`config.mk`:
```
export PLATFORM = sky130hd
export DESIGN_NAME = uart_tx_arbiter
export DESIGN_NICKNAME = d
export VERILOG_FILES = /design/src/rtl/uart_tx_arbiter.sv
export SDC_FILE = /design/constraint.sdc
export NUM_CORES = 1
export LEC_CHECK = 0
export ABC_AREA = 0
export CAP_MARGIN = 25
export CORE_MARGIN = 2
export CORE_UTILIZATION = 42
export CTS_CLUSTER_SIZE = 20
export DETAILED_ROUTE_END_ITERATION = 12
export GPL_ROUTABILITY_DRIVEN = 1
export PLACE_DENSITY = 0.83
export SLEW_MARGIN = 20
export SYNTH_ARGS = -nofsm -noshare
export SYNTH_HDL_FRONTEND = slang
export SYNTH_SLANG_ARGS = --single-unit
export TNS_END_PERCENT = 30
```
`constraint.sdc`:
```
create_clock -name clk -period 3.5 [get_ports clk]
set_input_delay 1.05 -clock clk [delete_from_list [all_inputs] [get_ports clk]]
set_output_delay 1.05 -clock clk [all_outputs]
set_load 0.02 [all_outputs]
```
`src/rtl/uart_tx_arbiter.sv`:
```
// Round-robin arbiter sharing one UART TX serializer between NUM_REQ byte sources,
// with per-frame locking (req_last) and forced release of idle locks.
module uart_tx_arbiter #(
   parameter int NUM_REQ      = 4,
   parameter int DATA_WIDTH   = 8,
   parameter int LOCK_TIMEOUT = 1024
) (
   input  logic                          clk,
   input  logic                          reset,
   input  logic [NUM_REQ-1:0]            req_valid,
   input  logic [NUM_REQ*DATA_WIDTH-1:0] req_data,
   input  logic [NUM_REQ-1:0]            req_last,
   output logic [NUM_REQ-1:0]            req_ready,
   output logic                          tx_start,
   output logic [DATA_WIDTH-1:0]         tx_data,
   input  logic                          tx_done,
   output logic [$clog2(NUM_REQ)-1:0]    grant_id,
   output logic                          busy,
   output logic                          lock_timeout,
   output logic [1:0]                    dbg_state
);

   localparam int GW = $clog2(NUM_REQ);

   typedef enum logic [1:0] {
      S_IDLE  = 2'd0,
      S_START = 2'd1,
      S_WAIT  = 2'd2
   } state_e;

   state_e                state_q, state_d;
   logic [GW-1:0]         rr_ptr_q, rr_ptr_d;
   logic [GW-1:0]         grant_q, grant_d;
   logic                  lock_q, lock_d;
   logic [DATA_WIDTH-1:0] data_q, data_d;
   logic [15:0]           cnt_q, cnt_d;
   logic                  lto_q, lto_d;

   logic                  found;
   logic                  own_valid;
   logic [GW-1:0]         win;
   logic [DATA_WIDTH-1:0] win_data;
   logic                  win_last;

   function automatic logic [GW-1:0] next_idx(input logic [GW-1:0] idx);
      int n;
      n = (int'(idx) + 1) % NUM_REQ;
      return GW'(n);
   endfunction

   // Handshake: a byte moves when req_valid[i] & req_ready[i] are both high at a
   // rising edge; req_ready is only ever raised for the single winner in IDLE.
   always_comb begin
      state_d   = state_q;
      rr_ptr_d  = rr_ptr_q;
      grant_d   = grant_q;
      lock_d    = lock_q;
      data_d    = data_q;
      cnt_d     = cnt_q;
      lto_d     = 1'b0;
      req_ready = '0;
      found     = 1'b0;
      own_valid = 1'b0;
      win       = grant_q;
      win_data  = '0;
      win_last  = 1'b0;

      for (int i = 0; i < NUM_REQ; i++) begin
         if (GW'(i) == grant_q) own_valid = req_valid[i];
      end

      // A held lock excludes everyone else, including in the cycle the lock drops.
      if (lock_q) begin
         found = own_valid;
         win   = grant_q;
      end else begin
         for (int k = 0; k < NUM_REQ; k++) begin
            for (int i = 0; i < NUM_REQ; i++) begin
               if (!found && req_valid[i] && ((int'(rr_ptr_q) + k) % NUM_REQ == i)) begin
                  found = 1'b1;
                  win   = GW'(i);
               end
            end
         end
      end

      for (int i = 0; i < NUM_REQ; i++) begin
         if (GW'(i) == win) begin
            win_data = req_data[i*DATA_WIDTH +: DATA_WIDTH];
            win_last = req_last[i];
         end
      end

      case (state_q)
         S_IDLE: begin
            if (found) begin
               for (int i = 0; i < NUM_REQ; i++) begin
                  if (GW'(i) == win) req_ready[i] = 1'b1;
               end
               data_d  = win_data;
               grant_d = win;
               state_d = S_START;
               cnt_d   = '0;
               if (win_last) begin
                  lock_d   = 1'b0;
                  rr_ptr_d = next_idx(win);
               end else begin
                  lock_d = 1'b1;
               end
            end else if (lock_q) begin
               if (cnt_q == 16'(LOCK_TIMEOUT - 1)) begin
                  lock_d   = 1'b0;
                  rr_ptr_d = next_idx(grant_q);
                  cnt_d    = '0;
                  lto_d    = 1'b1;
               end else begin
                  cnt_d = cnt_q + 16'd1;
               end
            end
         end
         S_START: state_d = S_WAIT;
         S_WAIT: begin
            if (tx_done) state_d = S_IDLE;
         end
         default: state_d = S_IDLE;
      endcase
   end

   always_ff @(posedge clk) begin
      if (reset) begin
         state_q  <= S_IDLE;
         rr_ptr_q <= '0;
         grant_q  <= '0;
         lock_q   <= 1'b0;
         data_q   <= '0;
         cnt_q    <= '0;
         lto_q    <= 1'b0;
      end else begin
         state_q  <= state_d;
         rr_ptr_q <= rr_ptr_d;
         grant_q  <= grant_d;
         lock_q   <= lock_d;
         data_q   <= data_d;
         cnt_q    <= cnt_d;
         lto_q    <= lto_d;
      end
   end

   assign tx_start     = (state_q == S_START);
   assign busy         = (state_q != S_IDLE);
   assign tx_data      = data_q;
   assign grant_id     = grant_q;
   assign lock_timeout = lto_q;
   assign dbg_state    = state_q;

endmodule

```
# Yosys cells after proc, flatten, opt, wreduce, memory -nomap -nowiden
# Cells that the tools add are included.
dict set report classes {
  addsub 6
  eq_ne 24
  muxes 82
  bitwise_logic 5
  n_reduce_logical 64
}
# op count
set ops {}
lappend ops {{zero test 32 bit} 4}
lappend ops {{2-to-1 mux 1 bit} 49}
lappend ops {{2-to-1 mux 16 bit} 3}
lappend ops {{2-to-1 mux 2 bit} 23}
lappend ops {{2-to-1 mux 8 bit} 4}
lappend ops {{logical AND 1 bit} 31}
lappend ops {{== test 3 bit, second input constant} 6}
lappend ops {{adder 16 x 1 -> 16 bit, second input constant} 1}
lappend ops {{== test 16 x 10 -> 1 bit, second input constant} 1}
lappend ops {{zero test 1 bit} 15}
lappend ops {{== test 3 x 2 -> 1 bit, second input constant} 3}
lappend ops {{== test 2 bit, first input constant} 4}
lappend ops {{2-to-1 mux 4 bit} 2}
lappend ops {{adder 2 x 1 -> 2 bit, second input constant} 3}
lappend ops {{== test 2 bit, second input constant} 3}
lappend ops {{zero test 2 bit} 3}
lappend ops {{one-hot mux 2 bit (3 select lines)} 1}
lappend ops {{AND reduction 2 bit} 3}
lappend ops {{nonzero test 2 bit} 3}
lappend ops {{OR reduction 2 bit} 3}
lappend ops {{adder 2 bit, second input constant} 2}
lappend ops {{== test 1 x 2 -> 1 bit, first input constant} 2}
lappend ops {{== test 2 x 1 -> 1 bit, second input constant} 2}
lappend ops {{inequality test 2 bit, second input constant} 2}
lappend ops {{other kinds (5)} 8}
dict set report word_totals {
  ff_bits 32
  out_inout_bits 19
  wordCells 188
}

# Longest topological paths before layout
dict set report depth {
  depth_word 86
  depth_mapped 9
}

# Worst setup path before layout
# OpenSTA, ideal clock, no wires.
dict set report synth_timing {
  kind {input-to-output}
  startpoint {input req_valid[0]}
  endpoint {output req_ready[1]}
  t_arrival_ns 2.751
  required_ns 2.450
  path_slack_ns -0.301
  cell_stages 8
  n_path_buf 2
  cell_sequence {buf_6 nor2b_4 o32a_1 a221o_1 a31o_2 buf_2 nand2b_1 nor2_1}
}
dict set report synth_via {
  elab_chain_cells 82
  elab_cells_between_ends 103
  cone_classes {eq/ne (1); mux (56); reduce/logical (46)}
}
# item line
set synth_rtl {}
lappend synth_rtl {{from (decl)} 10} ;# input logic [NUM_REQ-1:0] req_valid,
lappend synth_rtl {{logical AND 1 bit} 79} ;# if (!found && req_valid[i] && ((int'(rr_ptr_q) + k) % NUM_REQ == i)) begin
lappend synth_rtl {{2-to-1 mux 1 bit} 79}
lappend synth_rtl {{2-to-1 mux 1 bit} 73} ;# if (lock_q) begin
lappend synth_rtl {{zero test 1 bit} 79}
lappend synth_rtl {{logical AND 1 bit (2 in series)} 79}
lappend synth_rtl {{2-to-1 mux 1 bit} 79}
lappend synth_rtl {{2-to-1 mux 1 bit} 73}
lappend synth_rtl {{zero test 1 bit} 79}
lappend synth_rtl {{[64 not listed]} --}
lappend synth_rtl {{zero test 1 bit} 79}
lappend synth_rtl {{logical AND 1 bit (2 in series)} 79}
lappend synth_rtl {{2-to-1 mux 2 bit} 79}
lappend synth_rtl {{2-to-1 mux 2 bit} 73}
lappend synth_rtl {{== test 1 x 2 -> 1 bit} 98} ;# if (GW'(i) == win) req_ready[i] = 1'b1;
lappend synth_rtl {{2-to-1 mux 1 bit} 98}
lappend synth_rtl {{2-to-1 mux 4 bit (*)} 96} ;# if (found) begin
lappend synth_rtl {{2-to-1 mux 4 bit (*)} 94} ;# case (state_q)
lappend synth_rtl {{to (decl)} 13} ;# output logic [NUM_REQ-1:0] req_ready,
# Mark *: on every way between the ends. The rest lies on a longest branch, timed or not. The select of a mux whose other input is x is not followed.

# Worst setup path after layout
# Ends and elaborated chain as after synthesis.

==> metrics.log <==
[metrics] final cell count without fillers: 370
[metrics] most instantiated flip-flop cell in the synthesis netlist: dfxtp_1
[metrics] antenna violations before repair: 0
[metrics] Worst Setup EP: req_ready[1]
[metrics] Avg WL per Cell: 14.3 µm
[metrics] CTS root buf: clkbuf_8
[metrics] Req. time, crit path: 2.45 ns
[metrics] crit share post-route: 1.02
[metrics] summed instance area of the synthesized netlist: 0.00198 mm²
[metrics] flip-flop and latch count after synthesis: 32
[metrics] cell repeated most along the worst path: buf_6
[metrics] ant diodes: 0
[metrics] timing startpoint of the critical path: req_valid[0]
[metrics] number of remaining DRC errors: 0
[metrics] global-route wire length before repair: 8.89 mm
[metrics] pin count of the biggest net entering global routing: 22
[metrics] Buf+Inv Stages, Crit Path: 2
[metrics] cells taking the most area after synthesis: dfxtp_1 32%, mux2i_1 11%, xor2_1 6.2%, nor2_1 6.1%, a2bb2oi_1 4.4%
[metrics] overflow left after global routing: 0
[metrics] Synth Area per Inst: 8.45 µm²
[metrics] share of synthesized cell area in full adder, half adder and majority cells: 0.00633
[metrics] CP cell instances: buf_6, nor2b_4, o32a_1, a221o_1, a31o_4, nand2b_4, nor2_4, buf_6
[metrics] Rows: 24
[metrics] DIE WIDTH: 72.6 µm
[metrics] detailed-route vias per instance: 5.44
[metrics] leakage power: 1.23 nW
[metrics] final net count: 361
[metrics] placed cell areas: 0.00280 mm²
[metrics] Layout Area Growth over Synthesis: 51.4%
[metrics] PortBufs: 61
[metrics] status: finished with violations
[metrics] Max Clock Freq: 279 MHz
[metrics] die span in y: 72.6 µm
[metrics] number of buffers on the longest clock path: 2
[metrics] critical path depth in cells: 8
[metrics] mux share of post-synthesis cell area: 0.142
[metrics] final critical path time including I/O delays and setup: 3.58 ns
[metrics] layer with the highest usage after global routing: met2
[metrics] Worst-Margin Slew: 0.531 ns
[metrics] ratio of total power to cell area: 702 mW/mm²
[metrics] # clock sinks: 32
[metrics] reg-to-reg endpoint: rr_ptr_q[1]
[metrics] floorplan die area: 0.00528 mm²
[metrics] global-route track usage on met2: 0.382
[metrics] kind of cell with the highest combined delay on the critical path: compound AO/OA/AOI/OAI gates
[metrics] post-synthesis compound-gate area fraction: 0.176
[metrics] share of Yosys cell area claimed by the top area cell type: 0.324
[metrics] XOR/XNOR share of the synthesized area: 0.0664
[metrics] main combinational cell family by area after synthesis: simple AND/OR/NAND/NOR gates
[metrics] sequential fraction of the synthesis area: 0.324
[metrics] path category of the worst min-delay check: reg2reg
[metrics] dpl cells: 358
[metrics] post-CTS clock slew at the launch and capture registers of the worst setup and hold paths: 0.07 ns
[metrics] final worst slack: -0.0787 ns
[metrics] Post-Route Hold Slack: 0.478 ns
[metrics] DP Wirelength: 3.88 mm
[metrics] global router's overall resource usage: 0.212
[metrics] RSZ-0062 raised after global routing: true
[metrics] via count of the first global-routing pass: 2054
[metrics] cts-stage hold buffer count: 0
[metrics] Distinct cells, synth: 51
[metrics] filler cell count: 358
[metrics] number of buffers created by CTS: 5
[metrics] synthesized net count: 278
[metrics] IR drop worst, VDD: 0.000374 V
[metrics] Setup Slack @ Placement: -0.986 ns
[metrics] global-route track usage on met3: 0.0511
[metrics] iteration-0 DRC count of the detailed router: 72
[metrics] Hold Crit Start: tx_data[1]
[metrics] EDFF count, synth: 0
[metrics] simple-gate portion of the synthesized area: 0.242
[metrics] share of the core filled with cells: 0.674
[metrics] DRT antenna net count: 0
[metrics] RR Startpoint: rr_ptr_q[1]
[metrics] final standard cell area without fillers: 0.00300 mm²
[metrics] final hold viol count: 0
[metrics] 1st-pass router iterations: 4
[metrics] max cap viols: 0
[metrics] share of synthesized flip-flops with an asynchronous set or reset: 0
[metrics] global placer's final weighted congestion: 0.871
[metrics] Startpoint Class: input pin
[metrics] CTS tree: done
[metrics] failing checks: negative setup slack
[metrics] Core Footprint: 0.00444 mm²
[metrics] maximum level of the CTS H-tree: 2
[metrics] CP Max Fanout: 3
[metrics] standard cell with the maximum stage delay on the critical path: a221o_1
[metrics] critical path type: in2out
[metrics] data arrival time of the critical path: 2.53 ns
[metrics] ports placed on the boundary: 62
[metrics] Reg2Reg Setup Slack: 0.69 ns
[metrics] total of warnings raised by yosys: 0
[metrics] delay of the slowest cell on the worst path: 0.33 ns
[metrics] CP endpoint kind: output pin
[metrics] r2r worst-path depth: 9
[metrics] met1 Use GR: 0.248
[metrics] post-route clock skew: 0.00442 ns
[metrics] wirelength, routed: 5.29 mm
[metrics] count of vias placed by the detailed router: 2014
[metrics] cell count after synthesis: 234
[metrics] starting utilization of the core area: 0.445
[metrics] latest clock arrival within the worst-skew pair: 0.28 ns
[metrics] final count of negative-setup-slack endpoints: 4
[metrics] max-slew headroom at the worst pin: 0.646
[metrics] final slew viol count: 0
[metrics] share of final-layout standard cells stronger than drive strength 1: 0.220
[metrics] library cell occupying the most area in the post-synthesis netlist: dfxtp_1
logic make-up (layout without fill, tap and decap cells):
kind of cell / Yosys count / after routing
multiplexers: 26 / 26
AO/OA/AOI/OAI: 51 / 51
buffers and inverters: 18 / 102
AND/OR/NAND/NOR: 91 / 91
XOR/XNOR: 15 / 15
adder cells (fa/ha/maj): 1 / 1
flip-flops: 32 / 32
cell usage in the layout, fill, tap and decap left out, types with 9 or more instances in the layout:
cell             count
clkdlybuf4s50_1     53
dfxtp_1             32
buf_4               27
nor2_1              26
mux2i_1             22
xor2_1              14
nand2_1             11
o21ai_1             11
a2bb2oi_1           10
a21oi_1             10
nand3_1              9
cells in the mapped netlist, types with 2 or more instances:
cell and count:
nand4_1 2, o21ai_1 10, nor4_1 2, nor3_1 2, and3_1 6, nand2_1 12, nor2b_1 6, mux2i_1 22
nand3_1 9, a2bb2oi_1 10, and4_1 2, buf_2 6, or3_1 2, clkbuf_1 5, nor2_1 32, or2_2 2
a21oi_1 11, and2_1 3, nand2b_1 3, inv_1 4, o21ai_0 5, xor2_1 14, a211oi_1 3, and3b_1 2
mux2_2 2, dfxtp_1 32
registers in the layout (all words and copies together) (netlist names):
name          flops
rr_ptr_q          2
lock_q            1
tx_data           8
lock_timeout      1
grant_id          2
dbg_state         2
cnt_q            16
per-layer routing:
| layer | up-vias | routed length [µm] |
|---|---|---|
| li1 | 1008 | - |
| met1 | 940 | 2290 |
| met2 | 60 | 2690 |
| met3 | 6 | 252 |
| met4 | 0 | 59 |
| met5 | - | 0 |
timing repair:
action,CTS,global route
pin swaps,8,12
endpoints found under the setup margin,4,4
buffers inserted,2,2
resized for setup,51,13
worst min-delay path by stage:
stage / end / slack [ns] / cells past startpoint
3_5_place_dp: tx_data[2] / 0.46 / 2
6_report: tx_data[1] / 0.48 / 2
2_1_floorplan: cnt_q[5] / 0.47 / 2
5_1_grt: tx_data[2] / 0.50 / 2
4_1_cts: tx_data[2] / 0.48 / 2
3_3_place_gp: tx_data[2] / 0.46 / 2
worst reg2reg max path, delay by kind of cell (launching register included):
kind	cells	cell delay (ns)
buffers and inverters	2	0.34
DFF	1	0.65
and+or+nand+nor	1	0.29
muxes	2	0.56
AOI/OAI and AO/OA	4	0.86
power by group:
group / leakage, nW / switching, W / internal, W
Combinational: 0.921 / 0.000610 / 0.000664
Sequential: 0.261 / 0.0000977 / 0.000442
Clock: 0.0445 / 0.000131 / 0.000160
Total: 1.23 / 0.000839 / 0.00127
final cells by class:
cell class | instances | area (µm²) | area share
Clock buffer | 7 | 86.3 | 0.0288
Clock inverter | 1 | 7.51 | 0.00251
Timing Repair Buffer | 90 | 838 | 0.280
Inverter | 4 | 15.0 | 0.00501
Sequential cell | 32 | 641 | 0.214
Multi-Input combinational cell | 184 | 1340 | 0.448
Tap cell | 52 | 65.1 | 0.0217
metrics by stage:
stage	TNS, ns	total power [W]
after floorplan	-0.318	0.00129
after global placement	-3.94	0.00171
after detailed placement	-4.14	0.00174
after CTS	-0.556	0.00208
after global routing	-0.394	0.00222
final	-0.227	0.00210
No activity file was read; power rests on OpenSTA's default activity.
